==> config.mk <==
export PLATFORM = sky130hd
export DESIGN_NAME = fb_rect_compositor_flat
export DESIGN_NICKNAME = d
export VERILOG_FILES = /design/src/rtl/fb_rect_compositor_if.sv /design/src/rtl/fb_rect_compositor.sv /design/src/flat_wrapper.sv
export SDC_FILE = /design/constraint.sdc
export NUM_CORES = 1
export LEC_CHECK = 0
export CAP_MARGIN = 20
export CORE_MARGIN = 1.5
export CORE_UTILIZATION = 55
export CTS_CLUSTER_DIAMETER = 100
export CTS_CLUSTER_SIZE = 12
export DETAILED_ROUTE_END_ITERATION = 10
export PLACE_DENSITY = 0.74
export SLEW_MARGIN = 25
export SYNTH_ARGS = -nofsm -noshare
export SYNTH_HDL_FRONTEND = slang
export SYNTH_SLANG_ARGS = --single-unit
==> constraint.sdc <==
create_clock -name clk -period 45.6 [get_ports clk]
set_clock_uncertainty 0.2 [all_clocks]
set_input_delay 9.12 -clock clk [delete_from_list [all_inputs] [get_ports clk]]
set_output_delay 9.12 -clock clk [all_outputs]
set_load 0.05 [all_outputs]
==> src/rtl/fb_rect_compositor_if.sv <==
// Framebuffer write port driven by the rectangle compositor:
// pixel strobe, pixel colour and end-of-frame pulse.
interface fb_rect_compositor_if #(
  parameter int COLOR_BITS = 18
);
  logic                  fb_we;
  logic [COLOR_BITS-1:0] fb_data;
  logic                  fb_vsync;

  modport master (output fb_we, fb_data, fb_vsync);
  modport slave  (input  fb_we, fb_data, fb_vsync);
endinterface

==> src/rtl/fb_rect_compositor.sv <==
// Raster pixel source: composites up to NUM_RECT prioritised filled rectangles
// over a background colour, with shadow slots applied atomically at frame start.
module fb_rect_compositor #(
  parameter  int WIDTH      = 640,
  parameter  int HEIGHT     = 480,
  parameter  int COLOR_BITS = 18,
  parameter  int PIXEL_DIV  = 4,
  parameter  int NUM_RECT   = 4,
  localparam int SEL_W      = $clog2(NUM_RECT),
  localparam int SLOT_W     = 41 + COLOR_BITS
) (
  input  logic                    clk,
  input  logic                    rst,
  input  logic                    enable,
  input  logic [COLOR_BITS-1:0]   bg_color,
  input  logic                    reg_we,
  input  logic [SEL_W-1:0]        reg_sel,
  input  logic [SLOT_W-1:0]       reg_wdata,
  input  logic                    commit,
  fb_rect_compositor_if.master    fb,
  output logic [15:0]             frame_cnt,
  output logic                    commit_pending
);

  localparam int DIV_W = $clog2(PIXEL_DIV);

  typedef enum logic [1:0] {IDLE = 2'd0, LATCH = 2'd1, SCAN = 2'd2, SYNC = 2'd3} state_t;

  // Slot layout: {en, color, y1, x1, y0, x0}; bounds are inclusive.
  function automatic logic slot_hit(input logic [SLOT_W-1:0] slot,
                                    input logic [9:0] px, input logic [9:0] py);
    return slot[SLOT_W-1] && (slot[9:0] <= px) && (px <= slot[29:20]) &&
           (slot[19:10] <= py) && (py <= slot[39:30]);
  endfunction

  state_t                state_r, next_state_s;
  logic [SLOT_W-1:0]     shadow_r [NUM_RECT];
  logic [SLOT_W-1:0]     active_r [NUM_RECT];
  logic [COLOR_BITS-1:0] bg_r;
  logic                  commit_pending_r;
  logic [9:0]            x_r, y_r;
  logic [DIV_W-1:0]      div_r;
  logic                  done_r;
  logic                  fb_we_r, fb_vsync_r;
  logic [COLOR_BITS-1:0] fb_data_r;
  logic [15:0]           frame_cnt_r;
  logic [9:0]            hx_s, hy_s;
  logic [COLOR_BITS-1:0] pix_s;
  logic [SLOT_W-1:0]     slot_s;
  logic                  last_s, emit_s, scan_end_s;

  // Pixel 0 is resolved during LATCH itself, so it sees the slots and background being latched.
  always_comb begin
    hx_s   = (state_r == LATCH) ? 10'd0 : x_r;
    hy_s   = (state_r == LATCH) ? 10'd0 : y_r;
    last_s = (hx_s == 10'(WIDTH - 1)) && (hy_s == 10'(HEIGHT - 1));
    pix_s  = (state_r == LATCH) ? bg_color : bg_r;
    slot_s = {SLOT_W{1'b0}};
    for (int i = NUM_RECT - 1; i >= 0; i--) begin
      slot_s = ((state_r == LATCH) && commit_pending_r) ? shadow_r[i] : active_r[i];
      pix_s  = slot_hit(slot_s, hx_s, hy_s) ? slot_s[SLOT_W-2:40] : pix_s;
    end
  end

  // Pixel issue and end-of-scan strobes.
  always_comb begin
    emit_s     = (state_r == LATCH) ||
                 ((state_r == SCAN) && !done_r && (div_r == DIV_W'(PIXEL_DIV - 1)));
    scan_end_s = (state_r == SCAN) && done_r && (div_r == DIV_W'(1));
  end

  // Next-state logic.
  always_comb begin
    next_state_s = state_r;
    case (state_r)
      IDLE:    next_state_s = enable ? LATCH : IDLE;
      LATCH:   next_state_s = SCAN;
      SCAN:    next_state_s = scan_end_s ? SYNC : SCAN;
      SYNC:    next_state_s = enable ? LATCH : IDLE;
      default: next_state_s = IDLE;
    endcase
  end

  // State register.
  always_ff @(posedge clk or posedge rst) begin
    if (rst) state_r <= IDLE;
    else     state_r <= next_state_s;
  end

  // Shadow/active slot banks, latched background and pending-commit flag.
  always_ff @(posedge clk or posedge rst) begin
    if (rst) begin
      for (int i = 0; i < NUM_RECT; i++) begin
        shadow_r[i] <= {SLOT_W{1'b0}};
        active_r[i] <= {SLOT_W{1'b0}};
      end
      bg_r             <= {COLOR_BITS{1'b0}};
      commit_pending_r <= 1'b0;
    end else begin
      if (state_r == LATCH) begin
        if (commit_pending_r) begin
          for (int i = 0; i < NUM_RECT; i++) active_r[i] <= shadow_r[i];
        end
        bg_r             <= bg_color;
        commit_pending_r <= commit;
      end else begin
        commit_pending_r <= commit_pending_r | commit;
      end
      if (reg_we) shadow_r[reg_sel] <= reg_wdata;
    end
  end

  // Raster position of the next pixel, clock divider and last-pixel-issued flag.
  always_ff @(posedge clk or posedge rst) begin
    if (rst) begin
      x_r    <= 10'd0;
      y_r    <= 10'd0;
      div_r  <= {DIV_W{1'b0}};
      done_r <= 1'b0;
    end else begin
      div_r  <= ((state_r == SCAN) && (div_r != DIV_W'(PIXEL_DIV - 1))) ?
                div_r + DIV_W'(1) : {DIV_W{1'b0}};
      done_r <= ((state_r == SCAN) && done_r) || (emit_s && last_s);
      if (emit_s) begin
        if (hx_s == 10'(WIDTH - 1)) begin
          x_r <= 10'd0;
          y_r <= (hy_s == 10'(HEIGHT - 1)) ? 10'd0 : hy_s + 10'd1;
        end else begin
          x_r <= hx_s + 10'd1;
          y_r <= hy_s;
        end
      end
    end
  end

  // Registered framebuffer port and frame counter.
  always_ff @(posedge clk or posedge rst) begin
    if (rst) begin
      fb_we_r     <= 1'b0;
      fb_data_r   <= {COLOR_BITS{1'b0}};
      fb_vsync_r  <= 1'b0;
      frame_cnt_r <= 16'd0;
    end else begin
      fb_we_r    <= emit_s;
      fb_vsync_r <= scan_end_s;
      if (emit_s)     fb_data_r   <= pix_s;
      if (scan_end_s) frame_cnt_r <= frame_cnt_r + 16'd1;
    end
  end

  assign fb.fb_we        = fb_we_r;
  assign fb.fb_data      = fb_data_r;
  assign fb.fb_vsync     = fb_vsync_r;
  assign frame_cnt       = frame_cnt_r;
  assign commit_pending  = commit_pending_r;

endmodule

==> src/flat_wrapper.sv <==
// flat-port wrapper written by rule: the top's interface ports become plain ports
module fb_rect_compositor_flat 
#(
  parameter  int WIDTH      = 640,
  parameter  int HEIGHT     = 480,
  parameter  int COLOR_BITS = 18,
  parameter  int PIXEL_DIV  = 4,
  parameter  int NUM_RECT   = 4,
  localparam int SEL_W      = $clog2(NUM_RECT),
  localparam int SLOT_W     = 41 + COLOR_BITS
)
  (clk, rst, enable, bg_color, reg_we, reg_sel, reg_wdata, commit, frame_cnt, commit_pending, fb_fb_we, fb_fb_data, fb_fb_vsync);
  fb_rect_compositor_if #(.COLOR_BITS(COLOR_BITS)) fb_i ();
  input  logic clk;
  input  logic rst;
  input  logic enable;
  input  logic [COLOR_BITS-1:0] bg_color;
  input  logic reg_we;
  input  logic [SEL_W-1:0] reg_sel;
  input  logic [SLOT_W-1:0] reg_wdata;
  input  logic commit;
  output logic [15:0] frame_cnt;
  output logic commit_pending;
  output wire logic [$bits(fb_i.fb_we)-1:0] fb_fb_we;
  output wire logic [$bits(fb_i.fb_data)-1:0] fb_fb_data;
  output wire logic [$bits(fb_i.fb_vsync)-1:0] fb_fb_vsync;
  assign fb_fb_we = fb_i.fb_we;
  assign fb_fb_data = fb_i.fb_data;
  assign fb_fb_vsync = fb_i.fb_vsync;
  fb_rect_compositor #(.WIDTH(WIDTH), .HEIGHT(HEIGHT), .COLOR_BITS(COLOR_BITS), .PIXEL_DIV(PIXEL_DIV), .NUM_RECT(NUM_RECT)) u_core (.clk(clk), .rst(rst), .enable(enable), .bg_color(bg_color), .reg_we(reg_we), .reg_sel(reg_sel), .reg_wdata(reg_wdata), .commit(commit), .fb(fb_i), .frame_cnt(frame_cnt), .commit_pending(commit_pending));
endmodule
==> key figures, run 1 <==
Synth
  • Synthesized Nets: 2284
  • Synth Area per Inst: 12.94 µm²
  • Most frequent cell after synthesis: dfrtp_1
  • Top cell type by total area after synthesis: dfrtp_1
  • Synth top area share: 0.5251
  • Most area-consuming cells after synthesis: dfrtp_1, mux2_2, ha_1, mux2i_1, inv_1
  • Yosys warns: 0
  • Synth Flop Type: dfrtp_1
  • Register area share after synthesis: 0.5251
  • Synthesized instance count: 2033
  • Post-synthesis register bit count: 552
  • Post-synth top cells: dfrtp_1, mux2_2, ha_1
  • Cell variety after synth: 58
  • EDFF count, synth: 0
  • Post-Syn Area: 26310 µm²
  • Ys async rst share: 1.000

Floorplan
  • Die Area: 49150 µm²
  • Core area: 46850 µm²
  • Die span in x: 221.7 µm
  • Io pins: 121
  • Die height: 221.7 µm
  • Rows: 79
  • Starting density of the core: 0.5615

Clock network
  • Cts bufs inserted: 51
  • CTS Sinks: 552
  • H-tree levels: 2
  • Clock slew at reported path FFs: 0.06 ns
  • # resized after CTS: 0
  • Root buf cell: clkbuf_16
  • Hold bufs inserted after CTS: 0
  • CTS tree: yes
  • Clk_lat worst skew: 0.61 ns
  • Post-CTS Setup Inserts: 0
  • CTS Buffer Depth: 3

Cells and area
  • Multi-input gate area: 11700 µm²
  • Final nets: 2398
  • Layout Cells excl Fill: 2755
  • Fillers: 3665
  • Register Area: 13810 µm²
  • Area Overhead vs Synth: 12.27%
  • Antenna diodes: 0
  • Share of cells above drive strength 1: 0.2793

Timing
  • Unrepaired setup endpoints after global routing: no
  • Final Hold Slack: 0.2778 ns
  • Hold Vio Cnt, Final: 0
  • Worst-margin pin slew: 0.9782 ns
  • Worst setup margin: 33.40 ns
  • Slew headroom: 0.3479
  • Final setup fails: 0
  • Tcrit/Tclk final: 0.2675
  • Fmax achieved: 81.97 MHz
  • Final min period: 12.20 ns
  • Max Transition Viols Final: 0
  • Setup TNS: 0 ns

Placed design
  • Pre-CTS WS: 32.54 ns
  • Port bufs: 120
  • Global placement routability congestion: 0.8548
  • Post-Place Cells: 2699
  • Post-DP HPWL: 37210 µm

Power
  • Worst IR drop on VDD: 0.04985 mV
  • Leak Pwr: 13.83 nW
  • Design Power: 1.799 mW
  • PD cells: 60.92 nW/µm²

Drt
  • Post-Route WL: 56380 µm
  • Initial DRC Count: 949
  • ANT nets after route: 0
  • Via density: 5.842
  • Via count: 16090
  • Drt wl/cell: 20.46 µm
  • DRC Markers: 0
  • Drt pass-1 iters: 7

Status
  • Status: complete, no violations

Setup path
  • CP Launch Type: input pin
  • Crit-path max FO: 103
  • WP data arrival: 12.66 ns
  • Crit path kind: in2async
  • Worst Setup End Kind: asynchronous set/reset pin
  • Critical Path RT: 46.06 ns

Global route
  • Vias in the first global route: 17220
  • Initial antenna violation count: 3
  • First-pass GRT wire length: 92170 µm
  • Largest net degree at the start of global routing: 136
  • Grt ovf: 0
  • Tot GR Track Use: 0.2351

Job
  • Max cap viols: 0

Hold path
  • Min-Delay Path Class: reg2reg
[layout by cell type, fill, tap and decap left out, types with 11 or more instances in the layout]
cell and n:
mux2_2 502, o21a_1 12, xnor2_1 11, nor2b_1 12, nand3_1 26, nand2_1 84
o2bb2a_1 11, a211oi_1 16, clkdlybuf4s50_1 120, ha_1 166, nand4_1 33, clkbuf_16 51
buf_4 15, a21oi_1 53, mux2i_1 78, nor2_1 43, inv_1 127, a21o_1 14
o21ai_1 29, nand2b_1 21, dfrtp_1 552, o21ai_0 50, nor3_1 12
[area by class of cell]
class	count	area share
Inverter	129	0.01665
Timing Repair Buffer	143	0.04893
Tap cell	607	0.02571
Sequential cell	552	0.4677
Clock inverter	3	0.001652
Multi-Input combinational cell	1270	0.3961
Clock buffer	51	0.04321
[cells by family (layout without fill, tap and decap cells)]
family	Yosys count	count (layout)	synth area share
muxes	580	580	0.2446
DFF	552	552	0.5251
and+or+nand+nor	264	264	0.05032
AOI/OAI and AO/OA	239	239	0.06255
buffers and inverters	211	326	0.03139
adders and majority gates	167	167	0.07943
xor gates and xnor gates	20	20	0.006659
[state kept, by name, summed over array words and instances, names as in the netlist, 2 cells and up]
signal / count
u_core.state_r: 2
u_core.bg_r: 18
u_core.x_r: 10
u_core.shadow_r: 236
u_core.y_r: 10
u_core.fb.fb_data: 18
u_core.active_r: 236
u_core.div_r: 2
u_core.frame_cnt: 16
[final timing paths]
kind	slack [ns]	cells past startpoint	startpoint	end
min reg2reg	0.28	1	u_core.y_r[0]	u_core.y_r[0]
min	0.28	1	u_core.y_r[0]	u_core.y_r[0]
max	33.40	6	rst	u_core.shadow_r[200]
max in group clk	34.42	1	u_core.frame_cnt[9]	frame_cnt[9]
max reg2reg	39.45	14	u_core.state_r[0]	u_core.fb.fb_data[12]
min in group asynchronous	8.68	2	rst	u_core.shadow_r[53]
[where the power goes]
part           internal [mW]  switching, mW
Clock                  0.198          0.174
Combinational          0.337          0.370
Sequential             0.655         0.0650
Total                   1.19          0.609
[metal layers]
metal / GRT usage / vias up / wire length [µm]
li1: - / 7444 / -
met1: 0.3140 / 8228 / 25190
met2: 0.3977 / 316 / 27420
met3: 0.03737 / 100 / 2347
met4: 0.06717 / 6 / 1374
met5: 0 / - / 43
[per-stage QoR]
step	util	instance area, µm²
floorplan	-	26310
global placement	0.5999	28110
detailed placement	0.6010	28160
CTS	0.6293	29480
global route	0.6304	29530
finish	0.6304	29530
[worst max-delay path, stage by stage]
cell,delay [ns]
clkdlybuf4s50_1,0.49
inv_8,0.24
buf_16,0.44
buf_4,0.81
buf_4,0.74
buf_4,0.71
Power figures use the tool's default switching activity.
==> run 2, diff against run 1 <==
- clock period: 45.6 -> 12.2 ns (I/O delays scaled with it)
==> run 2 against run 1 <==
Design area about the same. Worst setup slack worse by 28 ns. Combinational power grew to 3.7 times the previous value. Utilization about the same. Die area unchanged. Count of clock-buffer cells in the layout unchanged. Critical endpoint is now u_core.fb.fb_data[8]. Highest routed layer unchanged.
==> key figures, run 2 (same netlist as run 1, synthesis figures left out) <==
Status
  • Status: complete, no violations

Clock network
  • Root buf cell: clkbuf_16
  • CTS Buffer Depth: 3 (unchanged)
  • Clock slew at reported path FFs: 0.06 ns (about the same)
  • CTS tree: yes
  • CTS Sinks: 552 (unchanged)
  • Post-CTS Setup Inserts: 0 (unchanged)
  • # resized after CTS: 0 (unchanged)
  • H-tree levels: 2 (unchanged)
  • Clk_lat worst skew: 0.61 ns (about the same)
  • Cts bufs inserted: 51 (unchanged)
  • Hold bufs inserted after CTS: 0 (unchanged)

Global route
  • Tot GR Track Use: 0.2405 (+0.005468)
  • Initial antenna violation count: 2 (-1)
  • First-pass GRT wire length: 94160 µm (+2.2%)
  • GR Util met1: 0.3096 (-0.004465)
  • Grt ovf: 0 (unchanged)
  • Met3 Use GR: 0.03803 (+0.0006626)
  • Largest net degree at the start of global routing: 202 (+49%)
  • Most used routing layer: met2
  • Met2 Resource Use GR: 0.4109 (+0.01319)
  • Vias in the first global route: 17410 (+1.1%)

Cells and area
  • Final nets: 2397 (-0.042%)
  • Finished Core Util: 0.6306 (about the same)
  • Area Overhead vs Synth: 12.31% (about the same)
  • Share of cells above drive strength 1: 0.2781 (-0.001267)
  • Post-route cell area: 29540 µm² (about the same)
  • Most common library cell in the layout ignoring fill and taps: dfrtp_1
  • Fillers: 3595 (-1.9%)
  • Antenna diodes: 0 (unchanged)
  • Most frequent cells in the layout: dfrtp_1, mux2_2, ha_1, inv_1, clkdlybuf4s50_1
  • Largest registers: u_core.active_r (236), u_core.shadow_r (236)

Setup path
  • Crit path kind: reg2reg
  • R2R Path Start: u_core.state_r[0]
  • Slowest cell on the critical path: buf_4
  • Critical Path RT: 12.48 ns (-33.58 ns)
  • Most used cell, CP: buf_4
  • Worst Setup SP: u_core.state_r[0]
  • WP data arrival: 6.93 ns (-5.73 ns)
  • Worst Setup End Kind: flop
  • CP bufs+invs: 3 (-3)
  • CP Launch Type: flop
  • Crit-path max FO: 77 (-25%)
  • Crit-path leading delay family: compound AO/OA/AOI/OAI gates
  • Crit-path cells: ha_2 > buf_4 > nand2_4 > buf_4 > buf_4 > mux2_2 > ha_1 > a21o_1 > a21o_1 > a221oi_1 > o21ai_1 > o21a_1 > a2111o_1 > o21ai_0 > o21ai_1
  • Biggest cell delay along the critical path: 0.88 ns (+0.07 ns)

Placed design
  • Global placement routability congestion: 0.8293 (-3.0%)
  • Post-DP HPWL: 38530 µm (+3.6%)
  • Port bufs: 120 (unchanged)
  • Placement Cell Area: 28160 µm² (about the same)

Floorplan
  • Starting density of the core: 0.5615 (unchanged)
  • Core area: 46850 µm² (unchanged)
  • Die height: 221.7 µm (unchanged)
  • Die span in x: 221.7 µm (unchanged)
  • Die Area: 49150 µm² (unchanged)
  • Io pins: 121 (unchanged)
  • Rows: 79 (unchanged)

Timing
  • Final setup fails: 0 (unchanged)
  • Fmax achieved: 150.4 MHz
  • Final min period: 6.650 ns
  • Worst-margin pin slew: 1.061 ns (+0.08289 ns)
  • Hold Vio Cnt, Final: 0 (unchanged)
  • Tcrit/Tclk final: 0.5451
  • Slew headroom: 0.2926 (-0.05526)
  • Max Transition Viols Final: 0 (unchanged)
  • Setup TNS: 0 ns (unchanged)
  • Unrepaired setup endpoints after global routing: no
  • Final Hold Slack: 0.2640 ns (-0.01378 ns)

Drt
  • Drt pass-1 iters: 4 (-3)
  • Via density: 5.896 (+0.93%)
  • Via count: 16240 (+0.89%)
  • Initial DRC Count: 830 (-13%)
  • ANT nets after route: 0 (unchanged)
  • Post-Route WL: 57880 µm (+2.7%)
  • DRC Markers: 0 (unchanged)
  • Drt wl/cell: 21.02 µm (+2.7%)

Power
  • Leak Pwr: 13.83 nW (about the same)
  • Design Power: 6.757 mW (+280%)
  • Worst IR drop on VDD: 0.1556 mV (+210%)
  • PD cells: 228.7 nW/µm² (+280%)

Hold path
  • Min-Delay Path Class: reg2reg
  • Min-delay src: u_core.y_r[0]

Job
  • Max cap viols: 0 (unchanged)
[run 2: report_power, final]
group / leakage (nW) / internal [mW] / switching [mW] / total [mW]
Clock: 0.652 / 0.740 / 0.657 / 1.40
Combinational: 6.51 / 1.27 / 1.38 / 2.65
Sequential: 6.67 / 2.45 / 0.258 / 2.71
[run 2: through the flow]
stage	std cells	worst slack, ns
final	2754	5.550
after global routing	2754	5.251
after CTS	2752	5.627
after detailed placement	2698	5.725
after global placement	2698	5.869
after floorplan	2033	2.048
[run 2: cell type report]
class / instances / area, µm² / area share
flip-flops and latches: 552 / 13810 / 0.4675
multi-input cells: 1270 / 11700 / 0.3961
repair buffers: 142 / 1451 / 0.04913
clock buffers: 51 / 1276 / 0.04320
well taps: 607 / 759.5 / 0.02571
inverters: 129 / 488.0 / 0.01652
clock inverters: 3 / 52.55 / 0.001779
[run 2: worst paths after layout]
path / slack, ns / cells after the start / endpoint
max reg2reg: 5.55 / 15 / u_core.fb.fb_data[8]
min: 0.26 / 1 / u_core.y_r[0]
max in group asynchronous: 7.59 / 5 / u_core.active_r[76]
max: 5.55 / 15 / u_core.fb.fb_data[8]
min reg2reg: 0.26 / 1 / u_core.y_r[0]
min in group asynchronous: 2.04 / 2 / u_core.active_r[19]
[run 2: per-layer routing]
metal	wire length, µm	up-vias
met5	25	-
met4	1880	4
met3	2370	128
met2	28330	335
met1	25270	8303
li1	-	7468
==> run 3, diff against run 2 <==
- clock period: 12.2 -> 6.3 ns (I/O delays scaled with it)
==> run 3 against run 2 <==
Utilization grew 0.15 points. Die area is the same. Combinational power grew 96%. Clock power grew 94%. Fmax grew 34%. Worst hold slack lost 0.0067 ns. Global-route usage shrank 0.18 points. Sequential cell count is the same. Power grew 94%.
==> key figures, run 3 (same netlist as run 1, synthesis figures left out) <==
Status
  • Status: complete, no violations

Job
  • Max cap viols: 0 (unchanged)

Setup path
  • Critical Path RT: 6.58 ns (-5.90 ns)
  • R2R setup slack: 1.33 ns (-4.22 ns)
  • Crit path kind: reg2reg
  • WP data arrival: 5.25 ns (-1.68 ns)
  • CP Launch Type: flop
  • Worst Setup End Kind: flop
  • Crit-path max FO: 28 (-64%)

Drt
  • ANT nets after route: 0 (unchanged)
  • DRC Markers: 0 (unchanged)
  • Drt pass-1 iters: 4 (unchanged)
  • Initial DRC Count: 890 (+7.2%)
  • Via density: 5.848 (-0.82%)
  • Drt wl/cell: 20.94 µm (-0.35%)
  • Post-Route WL: 57820 µm (-0.10%)
  • Via count: 16150 (-0.57%)

Floorplan
  • Die span in x: 221.7 µm (unchanged)
  • Io pins: 121 (unchanged)
  • Core area: 46850 µm² (unchanged)
  • Die Area: 49150 µm² (unchanged)
  • Die height: 221.7 µm (unchanged)
  • Rows: 79 (unchanged)
  • Starting density of the core: 0.5615 (unchanged)

Timing
  • Tcrit/Tclk final: 0.7884 (+0.2433)
  • Hold Vio Cnt, Final: 0 (unchanged)
  • Final setup fails: 0 (unchanged)
  • Setup TNS: 0 ns (unchanged)
  • Final Hold Slack: 0.2573 ns (-0.006732 ns)
  • Worst-margin pin slew: 1.111 ns (+0.04945 ns)
  • Max Transition Viols Final: 0 (unchanged)
  • Worst setup margin: 1.333 ns (-4.217 ns)
  • Fmax achieved: 201.3 MHz (+34%)
  • Slew headroom: 0.2596 (-0.03297)
  • Unrepaired setup endpoints after global routing: no
  • Final min period: 4.967 ns (-1.683 ns)

Hold path
  • Min-Delay Path Class: reg2reg

Clock network
  • CTS Sinks: 552 (unchanged)
  • # resized after CTS: 0 (unchanged)
  • Clk_lat worst skew: 0.61 ns (about the same)
  • CTS Buffer Depth: 3 (unchanged)
  • CTS tree: yes
  • Post-CTS Setup Inserts: 0 (unchanged)
  • Clock slew at reported path FFs: 0.06 ns (about the same)
  • Hold bufs inserted after CTS: 0 (unchanged)
  • Root buf cell: clkbuf_16
  • Cts bufs inserted: 51 (unchanged)
  • H-tree levels: 2 (unchanged)

Power
  • Internal: 8.662 mW (+94%)
  • Comb power frac: 0.395 (+0.002)
  • Design Power: 13.13 mW (+94%)
  • Clock power frac: 0.206 (about the same)
  • Switching Fraction: 0.3405 (about the same)
  • Flop pwr share: 0.399 (-0.002)
  • Worst IR drop on VDD: 0.3253 mV (+110%)
  • PD cells: 443.5 nW/µm² (+94%)
  • Leak Pwr: 13.86 nW (+0.28%)
  • Sw Pwr: 4.472 mW (+94%)

Cells and area
  • Layout Cells excl Fill: 2761 (+0.25%)
  • Largest registers: u_core.active_r (236), u_core.shadow_r (236)
  • Area Overhead vs Synth: 12.58%
  • Share of cells above drive strength 1: 0.2801 (+0.002012)
  • Post-route cell area: 29610 µm² (+0.24%)
  • Final nets: 2403 (+0.25%)
  • Most common library cell in the layout ignoring fill and taps: dfrtp_1
  • Most frequent cells in the layout: dfrtp_1, mux2_2, ha_1, inv_1, clkdlybuf4s50_1
  • Finished Core Util: 0.6321 (+0.001496)
  • Fillers: 3664 (+1.9%)

Placed design
  • Global placement routability congestion: 0.8942 (+7.8%)
  • Port bufs: 120 (unchanged)
  • Post-Place Cells: 2706 (+0.30%)
  • Placement Cell Area: 28290 µm² (+0.46%)
  • Pre-CTS WS: 1.352 ns (-4.373 ns)
  • Post-DP HPWL: 38710 µm (+0.45%)

Global route
  • Tot GR Track Use: 0.2388 (-0.001755)
  • First-pass GRT wire length: 93260 µm (-0.95%)
  • Largest net degree at the start of global routing: 140 (-31%)
  • Grt ovf: 0 (unchanged)
  • Vias in the first global route: 17180 (-1.3%)
  • Initial antenna violation count: 4 (+2)
==> run 3: changes by cell type in the layout (fill, tap and decap cells not counted), sizes merged <==
cell | previous run | this run
clkbuf | 51 | 52
diode | 0 | 1
buf | 22 | 28
clkinv | 3 | 2
==> run 3: worst paths after layout <==
path | cells after the start | startpoint | endpoint
setup / recovery | 14 | u_core.state_r[0] | u_core.fb.fb_data[8]
hold / removal | 1 | u_core.y_r[0] | u_core.y_r[0]
setup reg to reg | 14 | u_core.state_r[0] | u_core.fb.fb_data[8]
hold reg to reg | 1 | u_core.y_r[0] | u_core.y_r[0]
max in group asynchronous | 4 | rst | u_core.bg_r[4]
min in group asynchronous | 2 | rst | u_core.active_r[16]
==> run 3: power by group through the flow <==
| stage | clock, mW | combinational, mW | sequential, mW |
|---|---|---|---|
| 2_1_floorplan | 0 | 3.72 | 5.33 |
| 3_3_place_gp | 0 | 4.98 | 5.22 |
| 3_5_place_dp | 0 | 5.17 | 5.29 |
| 4_1_cts | 2.77 | 5.21 | 5.24 |
| 5_1_grt | 2.89 | 5.75 | 5.37 |
| 6_report | 2.71 | 5.19 | 5.24 |
==> run 3: cell type report <==
class / instances / area (µm²) / area share
diodes: 1 / 2.502 / 0.00008450
clock buffers: 52 / 1301 / 0.04394
clock inverters: 2 / 25.02 / 0.0008450
inverters: 129 / 488.0 / 0.01648
multi-input cells: 1270 / 11700 / 0.3950
flip-flops and latches: 552 / 13810 / 0.4664
well taps: 607 / 759.5 / 0.02565
repair buffers: 148 / 1528 / 0.05159
==> run 3: metal layers <==
metal | global-route usage | part of all wire | vias up
met5 | 0 | 0.00073 | -
met4 | 0.07998 | 0.027 | 6
met3 | 0.03605 | 0.039 | 111
met2 | 0.4030 | 0.49 | 319
met1 | 0.3164 | 0.45 | 8237
li1 | - | - | 7473
==> run 3: critical path: stages, from the launching register on <==
cell       delay (ns)
dfrtp_1          0.38
ha_2             0.24
nand2_4          0.37
buf_4            0.47
mux2i_1          0.32
ha_1             0.31
a21oi_1          0.19
o21ai_1          0.09
a2111oi_0        0.66
a2bb2oi_1        0.35
nand4_1          0.16
buf_4            0.26
and2_1           0.47
o21ai_0          0.23
o21ai_1          0.11
